### config.mk
export PLATFORM = sky130hd
export DESIGN_NAME = ahb_cmd_master
export DESIGN_NICKNAME = d
export VERILOG_FILES = /design/src/rtl/ahb_cmd_master.sv
export SDC_FILE = /design/constraint.sdc
export NUM_CORES = 1
export LEC_CHECK = 0
export BUFFER_PORTS_ARGS = -buffer_cell sky130_fd_sc_hd__clkbuf_2
export CORE_UTILIZATION = 36
export CTS_CLUSTER_DIAMETER = 60
export CTS_CLUSTER_SIZE = 12
export DETAILED_ROUTE_END_ITERATION = 8
export PLACE_DENSITY = 0.53
export SLEW_MARGIN = 20
export SYNTH_ARGS = -nofsm -noshare
export SYNTH_HDL_FRONTEND = slang
export SYNTH_SLANG_ARGS = --single-unit
export TNS_END_PERCENT = 1
### constraint.sdc
create_clock -name i_hclk -period 2.63 [get_ports i_hclk]
set_input_delay 0.6575 -clock i_hclk [delete_from_list [all_inputs] [get_ports i_hclk]]
set_output_delay 0.6575 -clock i_hclk [all_outputs]
set_load 0.05 [all_outputs]
### src/rtl/ahb_cmd_master.sv
// AHB-Lite single-master command engine: command FIFO feeding a two-slot address/data pipeline.
// Optional misaligned-command rejection is enabled by defining AHB_CMD_MASTER_ALIGN_CHECK_EN.
module ahb_cmd_master #(
  parameter int unsigned ADDR_W     = 16,
  parameter int unsigned FIFO_DEPTH = 4
) (
  input  logic              i_hclk,
  input  logic              i_hreset,
  input  logic              i_cmd_valid,
  output logic              o_cmd_ready,
  input  logic              i_cmd_write,
  input  logic [ADDR_W-1:0] i_cmd_addr,
  input  logic [2:0]        i_cmd_size,
  input  logic [31:0]       i_cmd_wdata,
  output logic              o_rsp_valid,
  output logic [31:0]       o_rsp_rdata,
  output logic              o_rsp_err,
  output logic              o_rsp_write,
  output logic              o_busy,
  output logic              o_hsel,
  output logic [ADDR_W-1:0] o_haddr,
  output logic [1:0]        o_htrans,
  output logic              o_hwrite,
  output logic [2:0]        o_hsize,
  output logic [3:0]        o_hprot,
  output logic [31:0]       o_hwdata,
  input  logic [31:0]       i_hrdata,
  input  logic              i_hready,
  input  logic              i_hresp
);

  localparam int unsigned PTR_W = $clog2(FIFO_DEPTH);
  localparam int unsigned CMD_W = ADDR_W + 36;
  localparam logic [PTR_W:0] FULL_CNT = (PTR_W + 1)'(FIFO_DEPTH);
  localparam logic [1:0] HTRANS_IDLE   = 2'b00;
  localparam logic [1:0] HTRANS_NONSEQ = 2'b10;

  typedef enum logic [1:0] {StIdle, StActive, StErr1} state_e;

  state_e             r_state;
  logic [CMD_W-1:0]   r_mem [FIFO_DEPTH];
  logic [PTR_W-1:0]   r_wr_ptr;
  logic [PTR_W-1:0]   r_rd_ptr;
  logic [PTR_W:0]     r_count;
  logic               r_rdy_en;

  logic               r_aph_vld;
  logic               r_aph_bad;
  logic               r_aph_write;
  logic [31:0]        r_aph_wdata;
  logic               r_dph_vld;
  logic               r_dph_bad;
  logic               r_dph_write;

  logic [1:0]         r_htrans;
  logic               r_hsel;
  logic [ADDR_W-1:0]  r_haddr;
  logic               r_hwrite;
  logic [2:0]         r_hsize;
  logic [31:0]        r_hwdata;
  logic               r_rsp_vld;
  logic [31:0]        r_rsp_rdata;
  logic               r_rsp_err;
  logic               r_rsp_write;

  logic               w_push;
  logic               w_pop;
  logic               w_fifo_ne;
  logic [CMD_W-1:0]   w_head;
  logic               w_head_write;
  logic [ADDR_W-1:0]  w_head_addr;
  logic [2:0]         w_head_size;
  logic [31:0]        w_head_wdata;
  logic               w_head_bad;

  assign w_fifo_ne    = (r_count != '0);
  assign o_cmd_ready  = r_rdy_en && (r_count != FULL_CNT);
  assign w_push       = i_cmd_valid && o_cmd_ready;
  // The head only moves into the address slot on a normal (non-error) pipeline advance.
  assign w_pop        = i_hready && (r_state != StErr1) && w_fifo_ne;

  assign w_head       = r_mem[r_rd_ptr];
  assign w_head_write = w_head[CMD_W-1];
  assign w_head_addr  = w_head[CMD_W-2 -: ADDR_W];
  assign w_head_size  = w_head[34:32];
  assign w_head_wdata = w_head[31:0];

`ifdef AHB_CMD_MASTER_ALIGN_CHECK_EN
  assign w_head_bad = ((w_head_size == 3'b001) && w_head_addr[0]) ||
                      ((w_head_size == 3'b010) && (w_head_addr[1:0] != 2'b00)) ||
                      (w_head_size > 3'b010);
`else
  assign w_head_bad = 1'b0;
`endif

  always_ff @(posedge i_hclk) begin
    if (i_hreset) begin
      r_wr_ptr <= '0;
      r_rd_ptr <= '0;
      r_count  <= '0;
      r_rdy_en <= 1'b0;
    end else begin
      r_rdy_en <= 1'b1;
      if (w_push) r_wr_ptr <= r_wr_ptr + 1'b1;
      if (w_pop)  r_rd_ptr <= r_rd_ptr + 1'b1;
      if (w_push && !w_pop) begin
        r_count <= r_count + 1'b1;
      end else if (!w_push && w_pop) begin
        r_count <= r_count - 1'b1;
      end
    end
  end

  always_ff @(posedge i_hclk) begin
    if (w_push) r_mem[r_wr_ptr] <= {i_cmd_write, i_cmd_addr, i_cmd_size, i_cmd_wdata};
  end

  always_ff @(posedge i_hclk) begin
    if (i_hreset) begin
      r_state     <= StIdle;
      r_aph_vld   <= 1'b0;
      r_aph_bad   <= 1'b0;
      r_aph_write <= 1'b0;
      r_aph_wdata <= '0;
      r_dph_vld   <= 1'b0;
      r_dph_bad   <= 1'b0;
      r_dph_write <= 1'b0;
      r_htrans    <= HTRANS_IDLE;
      r_hsel      <= 1'b0;
      r_haddr     <= '0;
      r_hwrite    <= 1'b0;
      r_hsize     <= 3'b000;
      r_hwdata    <= '0;
      r_rsp_vld   <= 1'b0;
      r_rsp_rdata <= '0;
      r_rsp_err   <= 1'b0;
      r_rsp_write <= 1'b0;
    end else begin
      r_rsp_vld <= 1'b0;
      unique case (r_state)
        StIdle, StActive: begin
          if (r_state == StIdle) begin
            if (i_hready && w_fifo_ne) r_state <= StActive;
          end else if (!r_aph_vld && !r_dph_vld && !w_fifo_ne) begin
            r_state <= StIdle;
          end
          if (i_hready) begin
            if (r_dph_vld) begin
              r_rsp_vld   <= 1'b1;
              r_rsp_write <= r_dph_write;
              r_rsp_err   <= r_dph_bad || i_hresp;
              r_rsp_rdata <= (r_dph_write || r_dph_bad) ? '0 : i_hrdata;
            end
            r_dph_vld   <= r_aph_vld;
            r_dph_bad   <= r_aph_bad;
            r_dph_write <= r_aph_write;
            if (r_aph_vld && !r_aph_bad && r_aph_write) r_hwdata <= r_aph_wdata;
            if (w_fifo_ne) begin
              r_aph_vld   <= 1'b1;
              r_aph_bad   <= w_head_bad;
              r_aph_write <= w_head_write;
              r_aph_wdata <= w_head_wdata;
              r_htrans    <= w_head_bad ? HTRANS_IDLE : HTRANS_NONSEQ;
              r_hsel      <= !w_head_bad;
              // A rejected command never reaches the bus, so address/control keep their last value.
              if (!w_head_bad) begin
                r_haddr  <= w_head_addr;
                r_hwrite <= w_head_write;
                r_hsize  <= w_head_size;
              end
            end else begin
              r_aph_vld <= 1'b0;
              r_htrans  <= HTRANS_IDLE;
              r_hsel    <= 1'b0;
            end
          end else if ((r_state == StActive) && i_hresp) begin
            r_htrans <= HTRANS_IDLE;
            r_hsel   <= 1'b0;
            r_state  <= StErr1;
          end
        end
        StErr1: begin
          if (i_hready) begin
            r_rsp_vld   <= r_dph_vld;
            r_rsp_write <= r_dph_write;
            r_rsp_err   <= r_dph_bad || i_hresp;
            r_rsp_rdata <= (r_dph_write || r_dph_bad) ? '0 : i_hrdata;
            r_dph_vld   <= 1'b0;
            // The cancelled address phase is replayed in place; the FIFO does not advance.
            if (r_aph_vld) begin
              r_htrans <= r_aph_bad ? HTRANS_IDLE : HTRANS_NONSEQ;
              r_hsel   <= !r_aph_bad;
            end
            r_state <= StActive;
          end
        end
        default: r_state <= StIdle;
      endcase
    end
  end

  assign o_busy      = w_fifo_ne || r_aph_vld || r_dph_vld;
  assign o_hsel      = r_hsel;
  assign o_haddr     = r_haddr;
  assign o_htrans    = r_htrans;
  assign o_hwrite    = r_hwrite;
  assign o_hsize     = r_hsize;
  assign o_hprot     = 4'b0011;
  assign o_hwdata    = r_hwdata;
  assign o_rsp_valid = r_rsp_vld;
  assign o_rsp_rdata = r_rsp_rdata;
  assign o_rsp_err   = r_rsp_err;
  assign o_rsp_write = r_rsp_write;

endmodule

[After elaboration in Yosys (flattened, before gate mapping)]
Memories as Yosys holds them, arrays and structs flattened. A register that Yosys moved wholly into a read port is not among the register bits.
Cells that the tools add are included.
Word-level totals
  flip-flop bits (word level): 83
  latch bits: 0
  bits in writable memories: 208
  ROM bits: 0
  output and inout bits: 96
  word-level logic and storage cells: 102
  memories: 1
Operators by class
  $add $sub $neg: 4
  multiply operators: 0
  div/mod/pow operators: 0
  magnitude comparators: 0
  equal/unequal tests: 9
  shift-type cells: 0
  muxes and demuxes: 44
  bitwise operators: 0
  reduce and logical (&&, ||, !) cells: 29
Memory list
  r_mem: words 4, width 52, read ports 1, clocked after Yosys merged registers in 1, write ports 1, line 41  | logic [CMD_W-1:0] r_mem [FIFO_DEPTH];
Operators with widths (count)
  $mux W32: 4
  $pmux W32 S2: 1
  $mux W2: 11
  $mux W1: 19
  $logic_and A1 B1 Y1: 11
  $ne A2 B2 Y1 const B: 5
  $pmux W1 S2: 5
  $reduce_and A3 Y1: 3
  $pmux W2 S2: 2
  $reduce_and A4 Y1: 2
  $mux W3: 2
  $ne A3 B3 Y1 const B: 2
  $logic_not A1 Y1: 5
  $add A2 B1 Y2 const B: 2
  $reduce_bool A2 Y1: 2
  $add A3 B1 Y3 const B: 1
  $reduce_bool A3 Y1: 1
  $sub A3 B1 Y3 const B: 1
  $eq A2 B1 Y1 const B: 1
  $eq A2 B2 Y1 const B: 1
  $logic_not A2 Y1: 1
  $logic_or A1 B1 Y1: 2
  $reduce_and A2 Y1: 1
  $reduce_or A2 Y1: 1

[Depth between registers and ports, before layout]
Gate-level depths: netlist of the first run.
  word-level depth: 8
  depth in mapped cells: 9
  mapped depth without buffers: 8

[Least setup slack after synthesis of the first run]
OpenSTA, ideal clock, no wires.
  path kind: input-to-reg
  from: in i_cmd_valid
  to: mem r_mem[2][0] (netlist bit) (enable)
  arrival: 2335 ps
  path slack: -120 ps
  stages on the path: 3
  buffers on the path: 0
  cells stage by stage: nand2_1 a21oi_1 and2_1
Between the ends
  cells in the longest elaborated chain, start to end: 3
RTL lines
  start: declaration: line 9  | input logic i_cmd_valid,
  $logic_and A1 B1 Y1: line 78  | assign w_push = i_cmd_valid && o_cmd_ready;
  via w_push: line 66  | logic w_push;
  $mux W1: line 115  | if (w_push) r_mem[r_wr_ptr] <= {i_cmd_write, i_cmd_addr, i_cmd_size, i_cmd_wdata};
  $mux W1 (not written as such): line 115
  end: declaration: line 41
The timed path passes the listed nets, and every way through them passes these cells.

[Final worst setup path of the first run]
  from: reg r_count[0]
  to: out o_busy
Between the ends
  cells in the longest elaborated chain, start to end: 3
RTL lines
  start: declaration: line 44  | logic [PTR_W:0] r_count;
  start signal: assignment: line 107  | r_count <= r_count + 1'b1;
  start signal: assignment: line 109  | r_count <= r_count - 1'b1;
  $reduce_bool A3 Y1: line 76  | assign w_fifo_ne = (r_count != '0);
  $logic_or A1 B1 Y1 (2 in series): line 202  | assign o_busy = w_fifo_ne || r_aph_vld || r_dph_vld;
  end: declaration: line 19  | output logic o_busy,
No other way between the ends.

==> results of run 1 <==
power by group:
group / switching [µW] / leakage [µW] / total [µW] / internal (µW)
combinational: 1360 / 0.00177 / 2400 / 1030
sequential: 384 / 0.00297 / 6510 / 6130
clock: 2020 / 0.000530 / 4770 / 2750
total: 3770 / 0.00526 / 13700 / 9910
state kept, by name, indices dropped and copies added, names as in the netlist:
signal	count
o_haddr	16
o_hsel	1
o_hsize	3
o_hwdata	32
o_hwrite	1
o_rsp_err	1
o_rsp_rdata	32
o_rsp_valid	1
o_rsp_write	1
r_aph_vld	1
r_aph_wdata	32
r_count	3
r_dph_vld	1
r_dph_write	1
r_mem	208
r_rd_ptr	2
r_rdy_en	1
r_state	2
r_wr_ptr	2
synthesized netlist by cell type, drive strengths merged, types with 3 or more instances:
cell,instances
a21oi,71
a22o,52
and2,4
buf,34
clkbuf,32
dfxtp,133
edfxtp,208
ha,5
inv,6
mux2i,3
mux4,52
nand2,68
nand3,3
nand4b,33
nor2,10
nor2b,5
o21ai,38
or3,3
cells by family (layout without fill, tap and decap cells):
group / Yosys count / in the layout / share of synthesized area
buffers and inverters: 72 / 275 / 0.0317
xor gates and xnor gates: 2 / 2 / 0.00140
other: 2 / 5 / 0.000602
and+or+nand+nor: 137 / 137 / 0.0605
adders and majority gates: 6 / 6 / 0.00662
DFF: 341 / 341 / 0.714
muxes: 57 / 57 / 0.0981
AOI/OAI and AO/OA: 170 / 170 / 0.0873
layout make-up:
type,count,area (µm²),area share
Sequential cell,341,8920,0.596
Inverter,6,22.5,0.00150
Timing Repair Buffer,203,1170,0.0780
Multi-Input combinational cell,377,3200,0.214
Clock inverter,6,47.5,0.00318
Tap cell,448,561,0.0374
Clock buffer,60,1050,0.0704
final timing paths:
kind	endpoint	depth (start not counted)	slack, ps	from
setup reg to reg	r_count[2]$_SDFFE_PP0P_	8	370	r_count[0]$_SDFFE_PP0P_
hold / removal	r_mem[2][34]$_DFFE_PP_	1	360	i_cmd_size[2]
setup / recovery	o_busy	3	100	r_count[0]$_SDFFE_PP0P_
hold reg to reg	o_hwdata[14]$_SDFFE_PP0P_	2	450	r_aph_wdata[14]$_SDFFE_PP0P_
routing by layer:
layer	up-vias	global-route usage	share of wire
li1	3384	-	-
met1	3598	0.200	0.44
met2	191	0.257	0.47
met3	55	0.0432	0.063
met4	10	0.0500	0.023
met5	-	0	0.0024
timing repair:
action	4_1_cts	5_1_grt
endpoints found under the setup margin	1	1
endpoints found under the hold margin	0	0
setup buffers	0	1
gates resized for setup	2	2
pin swaps	0	1
through the flow:
step,total power [µW],area [µm²],util,worst slack [ps],std cells
after floorplan,8390,12500,-,-120,790
after global placement,9000,13900,0.410,252,1374
after detailed placement,9010,13900,0.410,163,1374
after CTS,13900,15000,0.443,4.59,1440
after global routing,14300,15000,0.443,28.6,1441
final,13700,15000,0.443,95.9,1441
==> key figures, run 1 <==
Global routing
  – Antenna violations before repair: 5
  – Vias in the first global route: 7363
  – Global Route Usage Sum: 0.156
  – Largest net degree at the start of global routing: 57
  – Grt ovf: 0
  – First-pass GRT wire length: 42600 µm

STA
  – Setup_tns: 0 ps
  – Hold WS: 357 ps
  – Final slew viol count: 0
  – Fmax: 0.395 GHz
  – Post-route clock period utilization: 0.964
  – # setup viols final: 0
  – Post-route minimum period: 2530 ps
  – Headroom to the max-slew limit: 0.349
  – Worst slew pin tran: 975 ps
  – RSZ-0062 raised after global routing: false
  – Clk_skew: 20.3 ps
  – Final hold viol count: 0

Final layout
  – Area Growth Syn to Fin: 20.0%
  – Fill cell count: 3027
  – Most common cell after layout, fill and taps aside: edfxtp_1
  – Layout Nets: 1060
  – Most frequent cells in the layout: 208 x edfxtp_1, 177 x clkbuf_2, 130 x dfxtp_1
  – ANT cells: 0
  – Share of layout cells above drive strength 1: 0.320

Logic synthesis
  – Largest cells by area after synthesis: edfxtp_1 50%, dfxtp_1 21%, mux4_2 9.4%
  – Primary FF master, synth: edfxtp_1
  – Netlist Area Pre-Place: 12500 µm²
  – Cell variety after synth: 45
  – Post-Synthesis Cells: 787
  – Synth async-reset ratio: 0
  – Yosys warns: 0
  – Number of synthesized flops with an enable pin: 208
  – Yosys top cell area share: 0.501
  – Yosys reg bits: 341
  – Post-synth top area cell: edfxtp_1
  – Register area share after synthesis: 0.714
  – Avg Cell Area, Syn: 15.9 µm²

Floorplanning
  – Die H: 188 µm
  – Initial Util: 0.369
  – # IOs: 185
  – Core area: 33800 µm²
  – DIE WIDTH: 188 µm
  – FP Rows: 67
  – Full die area: 35400 µm²

Hold path
  – Hold Path Class: in2reg

Route
  – Routed WL per cell: 19.3 µm
  – ANT nets after route: 0
  – Avg Vias per Cell: 5.02
  – Final wirelength: 27800 µm
  – Initial drt markers: 325
  – Number of iterations in the first detailed-routing pass: 4
  – DRC viols: 0
  – Via count: 7238

Outcome
  – Status: finished, final reports clean

Placed design
  – Count of input and output buffers: 179
  – Gpl congestion: 0.784
  – DP HPWL: 15800 µm

Clocking
  – Clk pin slew, worst setup/hold paths: 60 ps
  – Number of buffers created by CTS: 36
  – CTS root buffer: clkbuf_16
  – CTS tree: done
  – Max Root-Sink Buffers: 3
  – H-tree depth: 2
  – Sink Count: 341
  – Clk Latency, worst-skew pair: 520 ps
  – CTS Hold Bufs: 0

Setup path
  – Critical Path AT: 1880 ps
  – Critical path required time: 1970 ps
  – CP Max Fanout: 5
  – Worst-path cell chain: or3_4, or3_2, buf_4
  – Critical path's largest stage delay: 410 ps
  – Setup CP Type: reg2out
  – Worst setup EP type: output pin
  – WP buf/inv: 1
  – Largest delay share family, worst path: simple AND/OR/NAND/NOR gates
  – Critical Path Slowest Stage Cell: or3_4
  – Worst Setup Start Kind: register

Power
  – Leak: 0.00526 µW
  – Worst VDD drop: 0.589 mV
  – Pwr per Cell Area: 914 nW/µm²

Job
  – Max Cap Viol: 0
(Power assumes the default switching activity.)
==> run 2, diff against run 1 <==
--- a/config.mk
+++ b/config.mk
@@ -11,6 +11,8 @@
 export CTS_CLUSTER_SIZE = 12
 export DETAILED_ROUTE_END_ITERATION = 8
 export PLACE_DENSITY = 0.53
+export REMOVE_ABC_BUFFERS = 1
+export SETUP_SLACK_MARGIN = 0.4
 export SLEW_MARGIN = 20
 export SYNTH_ARGS = -nofsm -noshare
 export SYNTH_HDL_FRONTEND = slang
==> run 2 against run 1 <==
Effect of this change:
- cell count hardly changed
- combinational power is 7% higher
- global-route usage about the same
- non-clock buffer count up 1
- flip-flop and latch count is the same
- sequential power about the same
- critical path depth up 1
- fmax up 0.96%
- design area is 0.48% higher
- utilization increased by 0.21 points
- sequential share of layout area is 0.25 points lower
- largest cell class unchanged
==> key figures, run 2 (same netlist as run 1, synthesis figures left out) <==
Outcome
  – Status: finished, final reports clean

Route
  – Met1 wire length: 12200 µm
  – Met2 WL: 13000 µm
  – WL met3: 2130 µm
  – Final wirelength: 27900 µm
  – DRC viols: 0
  – Top Metal Used: met5
  – Number of iterations in the first detailed-routing pass: 4
  – ANT nets after route: 0
  – Initial drt markers: 396
  – Routed WL per cell: 19.3 µm
  – Avg Vias per Cell: 5.03
  – Via count: 7259

Final layout
  – Share of layout cells above drive strength 1: 0.323
  – Utilization after layout: 0.445
  – Sequential standard cell area: 8920 µm²
  – Fill cell count: 3049
  – Most common cell after layout, fill and taps aside: edfxtp_1
  – Design area: 15000 µm²
  – Max reg flops: 208
  – ANT cells: 0
  – Most frequent cells in the layout: 208 x edfxtp_1, 177 x clkbuf_2, 128 x dfxtp_1
  – Area of the multi-input gates: 3210 µm²
  – Area Growth Syn to Fin: 20.6%
  – Largest Register: r_mem
  – Layout Nets: 1061

Clocking
  – Number of buffers created by CTS: 36
  – Sink Count: 341
  – Max Root-Sink Buffers: 3
  – CTS root buffer: clkbuf_16
  – Clk Latency, worst-skew pair: 510 ps
  – CTS Hold Bufs: 0
  – Clk pin slew, worst setup/hold paths: 60 ps
  – H-tree depth: 2
  – CTS tree: done

Setup path
  – Largest delay share family, worst path: simple AND/OR/NAND/NOR gates
  – Setup CP Type: reg2out
  – Reg-to-reg endpoint: r_count[2]$_SDFFE_PP0P_
  – R2R Setup Slk: 420 ps
  – Crit. Startpoint: r_count[0]$_SDFFE_PP0P_
  – Worst-path cell chain: or3_4, buf_6, or3_4, clkbuf_16
  – Critical Path Slowest Stage Cell: or3_4
  – Critical Path AT: 1850 ps
  – Worst reg-to-reg path cell count: 8
  – Most used cell, CP: or3_4
  – Critical path's largest stage delay: 370 ps
  – Worst Setup Start Kind: register
  – WP buf/inv: 2
  – Worst setup EP type: output pin
  – Critical path required time: 1970 ps
  – CP Max Fanout: 2
  – Worst r2r src: r_count[0]$_SDFFE_PP0P_

STA
  – Post-route minimum period: 2510 ps
  – Clk_skew: 15.3 ps
  – Post-route clock period utilization: 0.954
  – Final WS setup: 120 ps
  – Fmax: 0.398 GHz
  – Worst slew pin tran: 963 ps
  – Headroom to the max-slew limit: 0.357
  – Setup_tns: 0 ps
  – Final hold viol count: 0
  – # setup viols final: 0
  – RSZ-0062 raised after global routing: true
  – Final slew viol count: 0

Placed design
  – Gpl congestion: 0.739
  – Count of input and output buffers: 179
  – DP HPWL: 16300 µm
  – Placed inst area: 13900 µm²
  – Setup slack at placement: 253 ps

Hold path
  – Hold path cells: 1
  – Hold-critical path endpoint: r_mem[0][11]$_DFFE_PP_
  – Hold Path Class: in2reg
  – Hold Crit Start: i_cmd_wdata[11]

Global routing
  – Antenna violations before repair: 3
  – Global Route Usage Sum: 0.157
  – Vias in the first global route: 7287
  – First-pass GRT wire length: 43000 µm
  – Largest net degree at the start of global routing: 61
  – Grt ovf: 0

Power
  – Internal power: 9940 µW
  – Leak: 0.00527 µW
  – Clock power share: 0.340
  – Sequential share of power: 0.473
  – Switching Fraction: 0.275
  – Pwr per Cell Area: 912 nW/µm²
  – Net Switching: 3780 µW
  – Total Power: 13700 µW
  – Worst VDD drop: 0.427 mV
  – Logic gate share of total power: 0.187

Floorplanning
  – DIE WIDTH: 188 µm
  – FP Rows: 67
  – Full die area: 35400 µm²
  – Initial Util: 0.369
  – # IOs: 185
  – Core area: 33800 µm²
  – Die H: 188 µm

Job
  – Max Cap Viol: 0
==> run 2: changes by cell type in the layout (fill, tap and decap cells not counted), sizes merged <==
cell	change
clkinvlp	+3
clkinv	-2
==> run 2: metal layers <==
layer  GRT usage  up-vias
met4      0.0397        6
met5           0        -
li1            -     3392
met1       0.206     3599
met2       0.256      212
met3      0.0438       50
==> run 2: final cells by class <==
type,count,share of cell area
Clock buffer,59,0.0677
Clock inverter,7,0.00366
Tap cell,448,0.0373
Timing Repair Buffer,204,0.0837
Sequential cell,341,0.593
Multi-Input combinational cell,377,0.213
Inverter,6,0.00150
==> run 2: repair_timing <==
action / CTS / global route
pin swaps: 0 / 0
endpoints found under the setup margin: 2 / 3
gates cloned: 0 / 0
setup buffers: 3 / 0
resized for setup: 9 / 1
==> run 2: power groups by stage <==
stage / Clock, µW / Sequential [µW] / Combinational, µW
2_1_floorplan: 0 / 6960 / 1260
3_3_place_gp: 0 / 6610 / 2430
3_5_place_dp: 0 / 6610 / 2450
4_1_cts: 4820 / 6500 / 2610
5_1_grt: 5010 / 6550 / 2740
6_report: 4670 / 6490 / 2560
==> run 2: how the worst max path moves through the flow <==
stage / endpoint / slack [ps] / cells after the start
floorplan: r_aph_wdata[25]$_SDFFE_PP0P_ / -650 / 2
global placement: r_count[2]$_SDFFE_PP0P_ / 280 / 9
detailed placement: r_count[2]$_SDFFE_PP0P_ / 250 / 9
CTS: o_busy / 100 / 4
global route: o_busy / 70 / 4
finish: o_busy / 120 / 4
==> run 2: stage by stage <==
step,instances,hold slack (ps)
after CTS,1442,341
after global placement,1373,441
final,1442,365
after floorplan,724,426
after global routing,1442,350
after detailed placement,1373,448
